<file path="config.mk">
export PLATFORM = sky130hd
export DESIGN_NAME = dmem_arbiter
export DESIGN_NICKNAME = d
export VERILOG_FILES = /design/src/rtl/dmem_arbiter_pkg.sv /design/src/rtl/dmem_arbiter_starve.sv /design/src/rtl/dmem_arbiter.sv
export SDC_FILE = /design/constraint.sdc
export NUM_CORES = 1
export LEC_CHECK = 0
export ABC_AREA = 1
export CAP_MARGIN = 10
export CORE_AREA = 4 4 119 121
export CTS_CLUSTER_DIAMETER = 120
export CTS_CLUSTER_SIZE = 16
export DETAILED_ROUTE_END_ITERATION = 8
export DIE_AREA = 0 0 123 125
export GPL_TIMING_DRIVEN = 1
export HOLD_SLACK_MARGIN = 0.12
export SLEW_MARGIN = 15
export SYNTH_ARGS = -nofsm -noshare
export SYNTH_HDL_FRONTEND = slang
export SYNTH_SLANG_ARGS = --single-unit
</file>
<file path="constraint.sdc">
create_clock -name clk -period 2.6 [get_ports clk]
set_input_delay 0.65 -clock clk [delete_from_list [all_inputs] [get_ports clk]]
set_output_delay 0.65 -clock clk [all_outputs]
set_load 0.01 [all_outputs]
</file>
<file path="src/rtl/dmem_arbiter_pkg.sv">
`default_nettype none
// ============================================================================
//  Module      : dmem_arbiter_pkg
//  Description : Shared types and constants for the data-memory arbiter.
//                Holds the arbiter state encoding, the memory read latency
//                and a helper that sizes the debug starvation counter.
//  Ports       : none (package)
//  Revision    : 1.0 - initial release
// ============================================================================
package dmem_arbiter_pkg;

    // Arbiter states: idle/issue, CPU read return, debug read return.
    typedef enum logic [1:0] {
        IDLE   = 2'd0,
        CPU_RD = 2'd1,
        DBG_RD = 2'd2
    } arb_state_t;

    // Cycles from a read issue to valid mem_rdata. The *_RD states each
    // last exactly this long.
    localparam int unsigned c_mem_rd_latency = 1;

    // Counter width able to hold 0..max_wait. A zero limit still gets one
    // bit so the counter port never collapses to zero width.
    function automatic int unsigned cnt_width(input int unsigned max_wait);
        return (max_wait < 1) ? 1 : $clog2(max_wait + 1);
    endfunction

endpackage
`default_nettype wire

</file>
<file path="src/rtl/dmem_arbiter_starve.sv">
`default_nettype none
// ============================================================================
//  Module      : starve_counter
//  Description : Saturating count of consecutive arbitration losses of a
//                pending debug request. Saturates at MAX_WAIT; clear wins
//                over increment.
//  Ports       : clk      - clock
//                reset    - synchronous active-high reset
//                inc      - debug lost arbitration this cycle
//                clr      - debug was granted this cycle
//                at_limit - count has reached MAX_WAIT
//  Revision    : 1.0 - initial release
// ============================================================================
module starve_counter
    import dmem_arbiter_pkg::*;
#(
    parameter int unsigned MAX_WAIT = 4
) (
    input  logic clk,
    input  logic reset,
    input  logic inc,
    input  logic clr,
    output logic at_limit
);

    localparam int unsigned CNT_W = cnt_width(MAX_WAIT);

    logic [CNT_W-1:0] r_count;

    // With MAX_WAIT = 0 the counter sits at 0 and at_limit is always set,
    // which hands every contended cycle to debug.
    assign at_limit = (r_count >= CNT_W'(MAX_WAIT));

    always_ff @(posedge clk) begin
        if (reset) begin
            r_count <= '0;
        end else if (clr) begin
            r_count <= '0;
        end else if (inc && !at_limit) begin
            r_count <= r_count + 1'b1;
        end
    end

endmodule
`default_nettype wire

</file>
<file path="src/rtl/dmem_arbiter.sv">
`default_nettype none
// ============================================================================
//  Module      : dmem_arbiter
//  Description : Shares one data-memory port between the CPU load/store path
//                and a debug/loader port. CPU has priority; a pending debug
//                request wins once it has lost MAX_WAIT consecutive times.
//                Sequences the 1-cycle memory read latency and drives a
//                combinational CPU stall.
//  Ports       : clk, reset              - clock, sync active-high reset
//                cpu_req/we/addr/wdata/be - CPU access request
//                cpu_stall               - freeze PC/writeback (comb.)
//                cpu_rdata/cpu_rvalid    - CPU load return
//                dbg_req/we/addr/wdata/be - debug access request
//                dbg_gnt                 - debug accepted this cycle (comb.)
//                dbg_rdata/dbg_rvalid    - debug read return
//                mem_en/we/addr/wdata/be - memory command, word-aligned addr
//                mem_rdata               - memory read data, 1 cycle later
//  Revision    : 1.0 - initial release
// ============================================================================
module dmem_arbiter
    import dmem_arbiter_pkg::*;
#(
    parameter int unsigned ADDR_W   = 32,
    parameter int unsigned DATA_W   = 32,
    parameter int unsigned MAX_WAIT = 4
) (
    input  logic              clk,
    input  logic              reset,

    input  logic              cpu_req,
    input  logic              cpu_we,
    input  logic [ADDR_W-1:0] cpu_addr,
    input  logic [DATA_W-1:0] cpu_wdata,
    input  logic [3:0]        cpu_be,
    output logic              cpu_stall,
    output logic [DATA_W-1:0] cpu_rdata,
    output logic              cpu_rvalid,

    input  logic              dbg_req,
    input  logic              dbg_we,
    input  logic [ADDR_W-1:0] dbg_addr,
    input  logic [DATA_W-1:0] dbg_wdata,
    input  logic [3:0]        dbg_be,
    output logic              dbg_gnt,
    output logic [DATA_W-1:0] dbg_rdata,
    output logic              dbg_rvalid,

    output logic              mem_en,
    output logic              mem_we,
    output logic [ADDR_W-1:0] mem_addr,
    output logic [DATA_W-1:0] mem_wdata,
    output logic [3:0]        mem_be,
    input  logic [DATA_W-1:0] mem_rdata
);

    // Clears addr[1:0]; byte selection is carried only by the enables.
    localparam logic [ADDR_W-1:0] c_align_mask = ~ADDR_W'(3);

    arb_state_t r_state;
    arb_state_t w_next_state;

    logic w_at_limit;
    logic w_cpu_win;
    logic w_dbg_win;
    logic w_cnt_inc;
    logic w_cnt_clr;

    // CPU keeps priority until a pending debug request has waited long
    // enough; only meaningful in IDLE.
    assign w_cpu_win = cpu_req && (!dbg_req || !w_at_limit);
    assign w_dbg_win = dbg_req && !w_cpu_win;

    starve_counter #(
        .MAX_WAIT (MAX_WAIT)
    ) u_starve (
        .clk      (clk),
        .reset    (reset),
        .inc      (w_cnt_inc),
        .clr      (w_cnt_clr),
        .at_limit (w_at_limit)
    );

    always_ff @(posedge clk) begin
        if (reset) begin
            r_state <= IDLE;
        end else begin
            r_state <= w_next_state;
        end
    end

    // Every output is forced low while reset is held, so a reset landing in
    // a *_RD state drops the pending return without an rvalid pulse.
    always_comb begin
        w_next_state = r_state;
        w_cnt_inc    = 1'b0;
        w_cnt_clr    = 1'b0;
        mem_en       = 1'b0;
        mem_we       = 1'b0;
        mem_addr     = '0;
        mem_wdata    = '0;
        mem_be       = '0;
        cpu_stall    = 1'b0;
        cpu_rdata    = '0;
        cpu_rvalid   = 1'b0;
        dbg_gnt      = 1'b0;
        dbg_rdata    = '0;
        dbg_rvalid   = 1'b0;

        if (!reset) begin
            unique case (r_state)
                IDLE: begin
                    if (w_cpu_win) begin
                        mem_en    = 1'b1;
                        mem_we    = cpu_we;
                        mem_addr  = cpu_addr & c_align_mask;
                        mem_wdata = cpu_wdata;
                        mem_be    = cpu_be;
                        // Stores finish in the issue cycle; loads wait for data.
                        cpu_stall = !cpu_we;
                        w_cnt_inc = dbg_req;
                        if (!cpu_we) begin
                            w_next_state = CPU_RD;
                        end
                    end else if (w_dbg_win) begin
                        mem_en    = 1'b1;
                        mem_we    = dbg_we;
                        mem_addr  = dbg_addr & c_align_mask;
                        mem_wdata = dbg_wdata;
                        mem_be    = dbg_be;
                        dbg_gnt   = 1'b1;
                        cpu_stall = cpu_req;
                        w_cnt_clr = 1'b1;
                        if (!dbg_we) begin
                            w_next_state = DBG_RD;
                        end
                    end
                end
                CPU_RD: begin
                    cpu_rdata    = mem_rdata;
                    cpu_rvalid   = 1'b1;
                    w_next_state = IDLE;
                end
                DBG_RD: begin
                    dbg_rdata    = mem_rdata;
                    dbg_rvalid   = 1'b1;
                    cpu_stall    = cpu_req;
                    w_next_state = IDLE;
                end
                default: begin
                    w_next_state = IDLE;
                end
            endcase
        end
    end

endmodule
`default_nettype wire

</file>
==> reports/metrics.csv, run 1 <==
stage,metric,value,unit
timing,Final Critical Period,2.54,ns
critical_path,"Max stage delay cell, worst path",sky130_fd_sc_hd__clkdlybuf4s15_2,
finish,number of nets at the end of the flow,874,
critical_path,internal reg-to-reg setup slack,1.22,ns
synth,ranking of synthesized cells by instance count,"147 x sky130_fd_sc_hd__nand2_1, 70 x sky130_fd_sc_hd__nor2_1, 68 x sky130_fd_sc_hd__nand3_1, 45 x sky130_fd_sc_hd__inv_1, 11 x sky130_fd_sc_hd__buf_2",
critical_path,critical register-to-register path startpoint,r_state[1],
die,die area,15400,um2
global_route,pin count of the biggest net entering global routing,50,
synth,synth unique cells,18,
pwr,Power per Cell Area,199,nW/um2
timing,Final Hold Violating Endpoints,0,
timing,Worst Clk Skew,0.00115,ns
clock_tree,number of CTS-inserted buffers,3,
synth,flip-flop cell with the highest count after synthesis,sky130_fd_sc_hd__dfxtp_1,
synth,Post-Synth Adder-Cell Area,1.49,%
die,Die Y-Extent,125,um
critical_path,list of cells traversed by the critical path,clkdlybuf4s15_2 > nand2_2 > nand2_4 > nand3_4 > nor2_4 > buf_6 > buf_12 > buf_12 > buf_16 > nand2_1 > nand2_1 > clkbuf_2,
critical_path,endpoint arrival time on the critical path,1.89,ns
critical_path,biggest cell delay along the critical path,0.19,ns
drt,Detailed Route Iter0 Violations,131,
drt,routed via count,3560,
critical_path,CP Launch Type,input pin,
drt,total wirelength of the detailed-routed design,13400,um
clock_tree,buffer levels on the longest clock path,2,
critical_path,CP max FO,6,
timing,timing-limited maximum frequency,393,MHz
clock_tree,TritonCTS clock tree,built,
hold_path,Min-Delay Startpoint,u_starve.r_count[1],
critical_path,kind of cell adding the most delay to the critical path,buffers and inverters,
global_route,leftover overflow at the end of global routing,0,
finish,filler cell count in the final layout,1398,
synth,count of state elements after synthesis,5,
hold_path,hold-critical path endpoint,u_starve.r_count[1],
synth,netlist area before placement,1680,um2
timing,hold slack,0.482,ns
global_route,antenna violations before repair,0,
place,instance count after placement with tap cells included,849,
critical_path,Critical Setup Path Class,input pin to output pin,
synth,fraction of synthesized area in multiplexers,0,%
pwr,PnR Total Power,1.04,mW
synth,share of synthesized flip-flops with an asynchronous set or reset,0,%
hold_path,Hold Path Class,flop to flop,
finish,number of non-filler instances in the completed layout,873,
critical_path,Crit path required time,1.95,ns
run_status,run status,"finished, final reports clean",
synth,number of standard cells after synthesis,378,
synth,Avg Inst Size Synth,4.44,um2
die,IO Pins,312,
drt,drc violations,0,
critical_path,Register-to-Register Path Depth,6,
finish,area of all placed cells without fillers,5240,um2
place,hpwl dp,9930,um
drt,routed length per instance,15.4,um
die,initial core utilization,12.8,%
global_route,overall routing resource usage,14.8,%
synth,share of the yosys chip area belonging to registers,5.96,%
synth,Synth top area share,32.9,%
synth,yosys synthesis warning count,0,
synth,post-synthesis compound-gate area fraction,1.79,%
hold_path,worst hold path cell count,2,
critical_path,endpoint kind of the worst setup timing path,output pin,
pwr,static power due to leakage,3.09,nW
synth,xor/xnor share of the synthesized area,0,%
clock_tree,clock input transition at the sequential cells of the worst setup and hold paths,0.03,ns
synth,Post-synth EDFFs,0,
drt,vias per std cell,4.08,
timing,setup violators final,0,
timing,final worst-path cycle share,97.8,%
timing,final-report max-slew violation count,0,
pwr,Max rail drop VDD,0.000148,V
clock_tree,root buf cell,sky130_fd_sc_hd__clkbuf_16,
clock_tree,clk_lat worst skew,0.22,ns
synth,largest family of logic cells by synthesized area,simple AND/OR/NAND/NOR gates,
global_route,via count of the first global-routing pass,3718,
place,DP Area,5010,um2
drt,iteration count of the initial detailed-routing pass,4,
finish,fraction of final layout cells with drive strength greater than 1,15.8,%
die,die width,123,um
drt,final antenna-violating net count,0,
clock_tree,clk sinks,5,
synth,leading area contributor after synthesis,sky130_fd_sc_hd__nand2_1,
finish,diode count,0,
run,count of max-cap constraint violations,0,
die,site row count,42,
clock_tree,maximum level of the CTS H-tree,1,
place,Placer Congestion,0.848,
die,area of the placeable core,13100,um2
global_route,first-pass GRT wire length,18600,um
critical_path,total buffers and inverters traversed by the critical path,6,
place,total of buffers placed on input and output ports,305,
synth,leading cell type by number of instances after synthesis,sky130_fd_sc_hd__nand2_1,
synth,area share of and/or/nand/nor cells after synthesis,70.7,%
critical_path,Reg-to-Reg End,r_state[1],
finish,Finished Core Util,40.0,%
timing,RSZ-0062 raised after global routing,true,
synth,leading cell types by total area after synthesis,"sky130_fd_sc_hd__nand2_1 33%, sky130_fd_sc_hd__nand3_1 20%, sky130_fd_sc_hd__nor2_1 16%",
finish,Area Overhead vs Synth,212,%
## cells in the final DEF, fill, tap and decap left out, types with 2 or more instances in the layout
cell	instances
sky130_fd_sc_hd__buf_16	4
sky130_fd_sc_hd__nand2_1	142
sky130_fd_sc_hd__buf_6	10
sky130_fd_sc_hd__inv_1	44
sky130_fd_sc_hd__clkdlybuf4s50_1	166
sky130_fd_sc_hd__buf_12	10
sky130_fd_sc_hd__dfxtp_1	5
sky130_fd_sc_hd__buf_2	27
sky130_fd_sc_hd__nor3_1	2
sky130_fd_sc_hd__clkbuf_2	21
sky130_fd_sc_hd__nand3_1	68
sky130_fd_sc_hd__nor2_4	2
sky130_fd_sc_hd__nor2_1	68
sky130_fd_sc_hd__dlygate4sd2_1	51
sky130_fd_sc_hd__clkbuf_16	7
sky130_fd_sc_hd__dlymetal6s2s_1	16
sky130_fd_sc_hd__a21oi_1	5
sky130_fd_sc_hd__conb_1	2
sky130_fd_sc_hd__buf_4	17
sky130_fd_sc_hd__ha_1	2
sky130_fd_sc_hd__nand2_2	5
sky130_fd_sc_hd__clkdlybuf4s15_1	15
## per-stage QoR
stage,worst slack [ns],TNS (ns)
CTS,-0.216,-2.79
floorplan,0.449,0
finish,0.0562,0
global route,-0.0226,-0.0793
global placement,-0.596,-54.47
detailed placement,-0.599,-55.56
## registers in the layout, summed over array words and instances (netlist names)
| name | cells |
|---|---|
| r_state | 2 |
| u_starve.r_count | 3 |
## worst max path at each step
stage,cells after the start,from,end
after detailed placement,9,dbg_req,mem_be[1]
after global placement,9,dbg_req,mem_be[1]
after floorplan,6,reset,dbg_rdata[0]
after global routing,12,dbg_req,mem_addr[3]
after CTS,7,reset,mem_wdata[14]
final,12,dbg_req,mem_wdata[4]
## kinds of logic after synthesis
logic type / count (synthesis)
simple gates: 290
buf+inv: 74
compound gates: 6
flops: 5
fa+ha+maj: 2
other cells: 1
## where the power goes
group          total, mW  internal [mW]  switching (mW)
Sequential        0.0811         0.0794         0.00172
Combinational      0.714          0.427           0.288
Clock              0.249          0.203          0.0462
Total               1.04          0.709           0.336
## final cells by class
class | instances | area [um2] | share of cell area (%)
Tap cell | 176 | 220 | 4.20
Sequential cell | 5 | 100 | 1.91
Inverter | 45 | 171 | 3.27
Timing Repair Buffer | 343 | 3380 | 64.4
Multi-Input combinational cell | 300 | 1290 | 24.7
Clock buffer | 4 | 78.8 | 1.50
## worst min-delay path, stage by stage (launching register included)
cell and delay [ns]:
sky130_fd_sc_hd__dfxtp_1 0.32, sky130_fd_sc_hd__nand2_1 0.07, sky130_fd_sc_hd__a21oi_1 0.05
## per-layer routing
metal | share of wire (%) | GRT usage (%) | up-vias
met2 | 51 | 28.9 | 210
met4 | 0.85 | 1.69 | 0
met5 | 0 | 0 | -
met1 | 35 | 14.9 | 1558
met3 | 13 | 6.10 | 14
li1 | - | - | 1778
## repair_timing
| item | 4_1_cts | 5_1_grt |
|---|---|---|
| cloned | 5 | 4 |
| setup endpoints to repair | 136 | 81 |
| hold buffers | 0 | 0 |
| endpoints found under the hold margin | 0 | 0 |
| pin swaps | 1 | 6 |
| setup buffers | 5 | 7 |
| resized for setup | 238 | 100 |
Power figures use the tool's default switching activity.
==> run 2, diff against run 1 <==
CTS_BUF_LIST = sky130_fd_sc_hd__clkbuf_8   (was unset)
==> reports/metrics.csv, run 2 (same netlist as run 1, synthesis figures left out) <==
stage,metric,value,unit
run_status,run status,"finished, final reports clean",
run,count of max-cap constraint violations,0,
die,IO Pins,312,
drt,total wirelength of the detailed-routed design,13300,um
place,total of buffers placed on input and output ports,305,
timing,final worst-path cycle share,97.9,%
pwr,PnR Total Power,0.933,mW
drt,routed via count,3568,
drt,drc violations,0,
critical_path,CP max FO,6,
place,hpwl dp,9930,um
clock_tree,clk_lat worst skew,0.22,ns
pwr,combinational power share,76.5,%
drt,routed length per instance,15.3,um
finish,fraction of final layout cells with drive strength greater than 1,15.6,%
critical_path,endpoint arrival time on the critical path,1.89,ns
drt,Detailed Route Iter0 Violations,120,
global_route,pin count of the biggest net entering global routing,50,
clock_tree,TritonCTS clock tree,built,
timing,timing-limited maximum frequency,393,MHz
global_route,leftover overflow at the end of global routing,0,
timing,final-report max-slew violation count,0,
clock_tree,number of CTS-inserted buffers,3,
pwr,Power per Cell Area,179,nW/um2
timing,Final Hold Violating Endpoints,0,
die,die area,15400,um2
place,DP Area,5010,um2
timing,RSZ-0062 raised after global routing,true,
finish,number of nets at the end of the flow,874,
timing,Worst Clk Skew,0.00324,ns
pwr,design internal power,0.607,mW
global_route,first-pass GRT wire length,18500,um
pwr,switching portion of total power,34.9,%
place,Placer Congestion,0.848,
clock_tree,maximum level of the CTS H-tree,1,
finish,Area Overhead vs Synth,210,%
clock_tree,clk sinks,5,
global_route,via count of the first global-routing pass,3713,
die,area of the placeable core,13100,um2
die,site row count,42,
drt,iteration count of the initial detailed-routing pass,4,
timing,setup violators final,0,
clock_tree,root buf cell,sky130_fd_sc_hd__clkbuf_8,
finish,"commonest non-fill, non-tap cells in the layout","166 x sky130_fd_sc_hd__clkdlybuf4s50_1, 142 x sky130_fd_sc_hd__nand2_1, 68 x sky130_fd_sc_hd__nor2_1, 68 x sky130_fd_sc_hd__nand3_1, 56 x sky130_fd_sc_hd__dlygate4sd2_1",
finish,"leading cell type in the layout, fill and taps excluded",sky130_fd_sc_hd__clkdlybuf4s50_1,
drt,final antenna-violating net count,0,
global_route,antenna violations before repair,1,
critical_path,CP Launch Type,input pin,
finish,"Most flops, register",u_starve.r_count,
global_route,overall routing resource usage,14.8,%
die,initial core utilization,12.8,%
pwr,Max rail drop VDD,0.0000742,V
die,die width,123,um
critical_path,Crit path required time,1.95,ns
clock_tree,buffer levels on the longest clock path,2,
die,Die Y-Extent,125,um
drt,vias per std cell,4.08,
critical_path,endpoint kind of the worst setup timing path,output pin,
pwr,switching power,0.326,mW
critical_path,Critical Setup Path Class,input pin to output pin,
timing,final total negative setup slack,0,ns
pwr,clock network fraction of total power,14.8,%
clock_tree,clock input transition at the sequential cells of the worst setup and hold paths,0.04,ns
finish,filler cell count in the final layout,1404,
finish,area of all placed cells without fillers,5210,um2
timing,Final Critical Period,2.54,ns
finish,max FFs per register,3,
finish,registers with the most flip-flops,"u_starve.r_count (3), r_state (2)",
finish,number of non-filler instances in the completed layout,874,
pwr,fraction of power consumed by sequential logic,8.7,%
place,instance count after placement with tap cells included,849,
pwr,static power due to leakage,3.09,nW
hold_path,Hold Path Class,flop to flop,
==> run 2: cell type report <==
type / instances / area (um2) / area share (%)
clock inverters: 1 / 3.75 / 0.0721
inverters: 45 / 171 / 3.29
diodes: 1 / 2.50 / 0.0481
well taps: 176 / 220 / 4.23
clock buffers: 3 / 41.3 / 0.793
repair buffers: 343 / 3370 / 64.8
multi-input cells: 300 / 1290 / 24.8
flip-flops and latches: 5 / 100 / 1.92
==> run 2: path summary, 6_finish.rpt <==
path	from	end	slack [ns]	depth (start not counted)
max	dbg_req	mem_wdata[4]	0.06	12
min	u_starve.r_count[1]	u_starve.r_count[1]	0.48	2
min reg2reg	u_starve.r_count[1]	u_starve.r_count[1]	0.48	2
max reg2reg	r_state[1]	r_state[1]	1.24	6
==> run 2: per-stage QoR <==
step	util [%]	setup WS (ns)	hold WS (ns)
4_1_cts	39.5	-0.216	0.481
2_1_floorplan	-	0.449	0.449
6_report	39.8	0.0554	0.482
5_1_grt	39.8	-0.0229	0.512
3_5_place_dp	38.3	-0.599	0.476
3_3_place_gp	38.3	-0.596	0.465
==> run 2: power groups by stage <==
stage,registers (mW),clock network (mW),logic (mW)
3_5_place_dp,0.0819,0,0.700
2_1_floorplan,0.0816,0,0.208
6_report,0.0809,0.138,0.714
5_1_grt,0.0812,0.148,0.768
3_3_place_gp,0.0816,0,0.696
4_1_cts,0.0808,0.144,0.704
==> run 2: critical path, cell delays in order <==
cell	delay (ns)
sky130_fd_sc_hd__clkdlybuf4s15_2	0.19
sky130_fd_sc_hd__nand2_2	0.06
sky130_fd_sc_hd__nand2_4	0.08
sky130_fd_sc_hd__nand3_4	0.08
sky130_fd_sc_hd__nor2_4	0.14
sky130_fd_sc_hd__buf_6	0.11
sky130_fd_sc_hd__buf_12	0.12
sky130_fd_sc_hd__buf_12	0.10
sky130_fd_sc_hd__buf_16	0.11
sky130_fd_sc_hd__nand2_1	0.05
sky130_fd_sc_hd__nand2_1	0.05
sky130_fd_sc_hd__clkbuf_2	0.13
==> run 2: timing repair <==
action	CTS	global route
resized for setup	238	94
pin swaps	1	6
gates cloned	5	4
setup buffers	5	7
endpoints found under the setup margin	136	76
hold buffers	0	0
==> run 2: per-layer routing <==
| metal | vias to the layer above | part of all wire (%) | GRT usage, % |
|---|---|---|---|
| met4 | 0 | 1.3 | 2.41 |
| met1 | 1563 | 36 | 14.7 |
| met3 | 16 | 12 | 6.14 |
| met5 | - | 0 | 0 |
| met2 | 209 | 50 | 28.4 |
| li1 | 1780 | - | - |
